<file path="config.mk">
export PLATFORM = sky130hd
export DESIGN_NAME = divider
export DESIGN_NICKNAME = d
export VERILOG_FILES = /design/src/rtl/divider_pkg.sv /design/src/rtl/divider.sv
export SDC_FILE = /design/constraint.sdc
export NUM_CORES = 1
export LEC_CHECK = 0
export ABC_AREA = 1
export CAP_MARGIN = 25
export CORE_UTILIZATION = 35
export CTS_BUF_LIST = sky130_fd_sc_hd__clkbuf_8
export CTS_CLUSTER_SIZE = 40
export DETAILED_ROUTE_END_ITERATION = 7
export GPL_TIMING_DRIVEN = 1
export HOLD_SLACK_MARGIN = 0.1
export PLACE_DENSITY = 0.6
export SLEW_MARGIN = 20
export SYNTH_ARGS = -nofsm -noshare
export SYNTH_HDL_FRONTEND = slang
export SYNTH_SLANG_ARGS = --single-unit
</file>
<file path="constraint.sdc">
create_clock -name clk -period 4.5 [get_ports clk]
set_input_delay 0.9 -clock clk [delete_from_list [all_inputs] [get_ports clk]]
set_output_delay 0.9 -clock clk [all_outputs]
set_load 0.005 [all_outputs]
</file>
<file path="src/rtl/divider_pkg.sv">
// rtl/divider_pkg.sv - shared control constants for the multi-cycle multiplier/divider
package divider_pkg;

    // Default operand width; the iteration count equals the width.
    localparam int DIV_WIDTH = 32;

    // Control state encodings shared with the multiplier.
    localparam logic [1:0] ST_IDLE = 2'd0;
    localparam logic [1:0] ST_ITER = 2'd1;
    localparam logic [1:0] ST_FIX  = 2'd2;
    localparam logic [1:0] ST_DONE = 2'd3;

endpackage

</file>
<file path="src/rtl/divider.sv">
// rtl/divider.sv - sequential restoring signed/unsigned divider, one quotient bit per clock
module divider
    import divider_pkg::*;
#(
    parameter int WIDTH = DIV_WIDTH
) (
    input  logic                 clk,
    input  logic                 reset,
    input  logic                 div,
    input  logic                 sign,
    input  logic [0:WIDTH-1]     a,
    input  logic [0:WIDTH-1]     b,
    output logic                 working,
    output logic                 done,
    output logic                 div_by_zero,
    output logic [0:2*WIDTH-1]   result
);

    localparam int CNT_W = $clog2(WIDTH) + 1;

    // Operands in conventional descending order; numeric value is unchanged.
    logic [WIDTH-1:0] a_v;
    logic [WIDTH-1:0] b_v;
    assign a_v = a;
    assign b_v = b;

    logic [1:0]           state_q, state_d;
    logic [CNT_W-1:0]     cnt_q, cnt_d;
    logic [WIDTH:0]       r_q, r_d;
    logic [WIDTH-1:0]     q_q, q_d;
    logic [WIDTH-1:0]     bmag_q, bmag_d;
    logic                 sa_q, sa_d;
    logic                 sb_q, sb_d;
    logic                 working_q, working_d;
    logic                 done_q, done_d;
    logic                 dbz_q, dbz_d;
    logic [2*WIDTH-1:0]   result_q, result_d;

    logic                 sa_in;
    logic                 sb_in;
    logic [WIDTH+1:0]     r_shift;
    logic [WIDTH+1:0]     diff;
    logic [WIDTH-1:0]     q_fix;
    logic [WIDTH-1:0]     r_fix;

    // Next-state logic: accept, shift-subtract iteration, sign fix-up and done pulse.
    always_comb begin
        state_d   = state_q;
        cnt_d     = cnt_q;
        r_d       = r_q;
        q_d       = q_q;
        bmag_d    = bmag_q;
        sa_d      = sa_q;
        sb_d      = sb_q;
        result_d  = result_q;
        dbz_d     = 1'b0;

        sa_in   = a_v[WIDTH-1] & sign;
        sb_in   = b_v[WIDTH-1] & sign;
        // The quotient register starts out holding |a|; its MSB feeds R each step
        // while the new quotient bit enters at the LSB.
        r_shift = {r_q, q_q[WIDTH-1]};
        diff    = r_shift - {2'b00, bmag_q};
        q_fix   = (sa_q ^ sb_q) ? -q_q : q_q;
        r_fix   = sa_q ? -r_q[WIDTH-1:0] : r_q[WIDTH-1:0];

        case (state_q)
            ST_IDLE: begin
                if (div) begin
                    sa_d   = sa_in;
                    sb_d   = sb_in;
                    q_d    = sa_in ? -a_v : a_v;
                    bmag_d = sb_in ? -b_v : b_v;
                    r_d    = '0;
                    cnt_d  = '0;
                    if (b_v == '0) begin
                        // Zero divisor skips the iteration entirely.
                        result_d = {{WIDTH{1'b1}}, a_v};
                        dbz_d    = 1'b1;
                        state_d  = ST_DONE;
                    end else begin
                        state_d  = ST_ITER;
                    end
                end
            end
            ST_ITER: begin
                if (!diff[WIDTH+1]) begin
                    r_d = diff[WIDTH:0];
                    q_d = {q_q[WIDTH-2:0], 1'b1};
                end else begin
                    r_d = r_shift[WIDTH:0];
                    q_d = {q_q[WIDTH-2:0], 1'b0};
                end
                cnt_d = cnt_q + 1'b1;
                if (cnt_q == CNT_W'(WIDTH - 1)) begin
                    state_d = ST_FIX;
                end
            end
            ST_FIX: begin
                result_d = {q_fix, r_fix};
                state_d  = ST_DONE;
            end
            default: begin
                state_d = ST_IDLE;
            end
        endcase

        working_d = (state_d == ST_ITER) || (state_d == ST_FIX);
        done_d    = (state_d == ST_DONE);
    end

    // State and datapath registers; reset discards any in-flight operation.
    always_ff @(posedge clk) begin
        if (!reset) begin
            state_q   <= ST_IDLE;
            cnt_q     <= '0;
            r_q       <= '0;
            q_q       <= '0;
            bmag_q    <= '0;
            sa_q      <= 1'b0;
            sb_q      <= 1'b0;
            working_q <= 1'b0;
            done_q    <= 1'b0;
            dbz_q     <= 1'b0;
            result_q  <= '0;
        end else begin
            state_q   <= state_d;
            cnt_q     <= cnt_d;
            r_q       <= r_d;
            q_q       <= q_d;
            bmag_q    <= bmag_d;
            sa_q      <= sa_d;
            sb_q      <= sb_d;
            working_q <= working_d;
            done_q    <= done_d;
            dbz_q     <= dbz_d;
            result_q  <= result_d;
        end
    end

    assign working     = working_q;
    assign done        = done_q;
    assign div_by_zero = dbz_q;
    assign result      = result_q;

endmodule

</file>
==> metrics.md <==
| Metric | Value |
|---|---|
| Synth Net Count | `2342` |
| Number of post-CTS setup repair buffers | `0` |
| Most common cell type on the critical path | `nand2_1` |
| Fin. max-slew vios | `0` |
| DR WL met3 | `2652 um` |
| Worst hold path class | `reg2reg` |
| Worst VDD drop | `about 0.0004 V` |
| Fin Setup TNS | `0 ns` |
| Fraction of registers with async set/reset | `0%` |
| P_sw | `between 4 and 5 mW` |
| Max Used Layer | `met4` |
| Die W | `196.9 um` |
| Wire per inst | `15.82 um` |
| Crit path buf inv count | `4` |
| Tot GR Track Use | `23.16%` |
| Post-Syn Instances | `approximately 2200` |
| Status | `complete, no violations` |
| Ys Warns | `0` |
| Vias | `14560` |
| Most frequent cells in the layout | `nand2_1, inv_1, nand3_1, nor2_1, dfxtp_1` |
| Initial Util | `35.48%` |
| Core Area | `37490 um2` |
| Logic pwr share | `63.8%` |
| Most common cell after layout, fill and taps aside | `nand2_1` |
| Hold Vio Cnt, Final | `0` |
| Io pins | `135` |
| Delay-heaviest family, CP | `buffers and inverters` |
| Register area share after synthesis | `26.19%` |
| Final #Nets | `~2400` |
| Clock share of power | `roughly 14%` |
| Layout cells sized above 1 | `5.071%` |
| Ys flop type | `dfxtp_1` |
| DIE AREA | `38790 um2` |
| Remaining global-route overflow | `0` |
| CTS HTree Levels | `4` |
| Vias in the first global route | `13200` |
| Largest stage delay, worst path | `0.77 ns` |
| Kind of critical path | `in2reg` |
| Final setup violation count | `0` |
| Reg area | `3483 um2` |
| Number of diodes | `0` |
| Final Cycle Share | `between 70% and 80%` |
| Worst skew pair latency | `0.51 ns` |
| Net Sw Frac | `53.34%` |
| Number of DRC markers in iteration 0 | `~1400` |
| Largest net degree at the start of global routing | `~70` |
| Area grow syn2layout | `16.44%` |
| Vias per cell | `5.129` |
| Worst slew margin | `40.66%` |
| Tmin final | `roughly 3.5 ns` |
| WL met1 | `21190 um` |
| Critical Path RT | `4.86 ns` |
| Synth Cell Area | `13300 um2` |
| CP endpoint kind | `register` |
| GPL Wtd Cong | `0.9372` |
| Int Pwr | `4.251 mW` |
| Post-synth EDFFs | `0` |
| Fill count | `4116` |
| Crit Path Max Fanout | `65` |
| Worst-path clk slew | `~0.10 ns` |
| Post-route DRC | `0` |
| RSZ-0062 raised after global routing | `false` |
| Number of library cell types mapped by synthesis | `51` |
| DRT antenna net count | `0` |
| Max cap viols | `0` |
| Slowest cell on crit path | `clkinv_2` |
| Multi-input gate area | `8179 um2` |
| FMAX | `0.2836 GHz` |
| Setup ws final | `0.9739 ns` |
| Row cnt | `71` |
| Sequential power share | `21.8%` |
| Port bufs | `roughly 130` |
| TritonCTS Buffers | `17` |
| Clock sinks | `approximately 170` |
| Root Driver | `clkbuf_8` |
| PwrDens | `588.3 nW/um2` |
| Flops & latches, synth | `174` |
| Met2 wire length | `20350 um` |
| WHS | `0.4770 ns` |
| Cell Chain, Critical Path | `clkdlybuf4s50_1 -> inv_1 -> ha_1 -> nand3_1 -> nor2_1 -> nand2_1 -> nor3_2 -> nand4_1 -> nand2_1 -> nand2_2 -> buf_4 -> clkinv_2 -> o21ai_0 -> a21oi_2` |
| Leak | `around 7 nW` |
| Hold_buf cts | `0` |
| TritonCTS clock tree | `built` |
| Initial antenna violation count | `0` |
| Clock Skew | `0.02425 ns` |
| Clock Path Buffers | `2` |
| First-pass GRT wire length | `around 70000 um` |
| DR pass1 iterations | `6` |
| Synth Area per Inst | `5.951 um2` |
| Worst slack, placed | `0.4987 ns` |
| Post_cts resized | `0` |
| Die Y | `around 200 um` |
| Critical path arrival | `3.89 ns` |
| Total wire length | `44890 um` |
| Crit path launch type | `input port` |
| Detailed Place HPWL | `34440 um` |
| Slew @ Worst Pin | `0.8902 ns` |
==> power groups by stage <==
stage	clock network [mW]	logic, mW	registers (mW)
3_5_place_dp	0	5.73	2.02
4_1_cts	1.33	5.75	1.98
2_1_floorplan	0	4.44	1.89
5_1_grt	1.38	6.59	2.01
3_3_place_gp	0	5.67	2.02
6_report	1.31	5.81	1.99
==> layout make-up <==
cell class / count / share of cell area, %
clock inverters: 14 / 1.325
well taps: 511 / 4.128
multi-input cells: 1641 / 52.81
clock buffers: 18 / 1.599
inverters: 329 / 7.989
repair buffers: 151 / 9.662
flip-flops and latches: 174 / 22.49
==> through the flow <==
step	instance area [um2]	total power, mW	cells	utilization, %
floorplan	13300	6.332	2235	-
global placement	15010	7.688	2805	40.03
detailed placement	15040	7.749	2806	40.11
CTS	15490	9.063	2838	41.32
global route	15490	9.982	2838	41.32
finish	15490	9.112	2838	41.32
==> layer usage <==
| layer | GRT usage (%) | vias to the layer above |
|---|---|---|
| met5 | 0 | - |
| met4 | 5.455 | 0 |
| met3 | 3.611 | 39 |
| met2 | 37.51 | 433 |
| met1 | 32.06 | 6670 |
| li1 | - | 7415 |
==> kinds of logic (layout without fill, tap and decap cells) <==
family / after synthesis / after routing / share of synthesized area (%)
XOR/XNOR: 42 / 42 / 2.765
AND/OR/NAND/NOR: 1174 / 1174 / 38.87
adder cells (fa/ha/maj): 39 / 39 / 3.725
AO/OA/AOI/OAI: 386 / 386 / 15.91
buffers and inverters: 420 / 512 / 12.55
flip-flops: 174 / 174 / 26.19
==> path summary, 6_finish.rpt <==
check / to / startpoint / cells after the start / slack [ns]
max: result[37] / b[30] / 14 / 0.97
min: result[22] / result[22] / 1 / 0.48
max reg2reg: result[37] / state_q[0] / 8 / 1.41
min reg2reg: result[22] / result[22] / 1 / 0.48
==> sequential cells by signal, indices dropped and copies added, names as in the netlist <==
signal	count
bmag_q	32
cnt_q	6
div_by_zero	1
done	1
q_q	32
r_q	33
result	64
sa_q	1
sb_q	1
state_q	2
working	1
==> worst reg2reg max path: stages, from the launching register on <==
cell and delay [ns]:
dfxtp_1 0.52, nor2_4 0.07, inv_2 0.50, nand2_1 0.14, nand2_2 0.08, buf_4 0.30, clkinv_2 0.78, o21ai_0 0.52
a21oi_2 0.05
==> cell usage after synthesis (5+ instances only) <==
cell type | instances | area (um2)
nand4_1 | 24 | 150.1
nor3_1 | 31 | 155.2
o211ai_1 | 5 | 37.54
nand3_2 | 14 | 140.1
nor2_1 | 211 | 792.0
o221ai_1 | 7 | 61.31
buf_2 | 21 | 105.1
nor2_2 | 6 | 37.54
xnor2_1 | 19 | 166.4
dfxtp_1 | 174 | 3483
or2_2 | 5 | 31.28
nand3_1 | 246 | 1231
o21ai_0 | 137 | 685.7
clkbuf_1 | 56 | 210.2
nand3b_1 | 20 | 150.1
xor2_1 | 23 | 201.4
a22oi_1 | 15 | 112.6
ha_1 | 38 | 475.5
nand2_1 | 580 | 2177
inv_2 | 9 | 33.78
nor4_1 | 6 | 37.54
a21oi_1 | 159 | 795.8
o21ai_1 | 14 | 70.07
inv_1 | 319 | 1197
nand2_2 | 5 | 31.28
a31oi_1 | 26 | 162.7
nor3_2 | 8 | 80.08
Power figures use the tool's default switching activity.
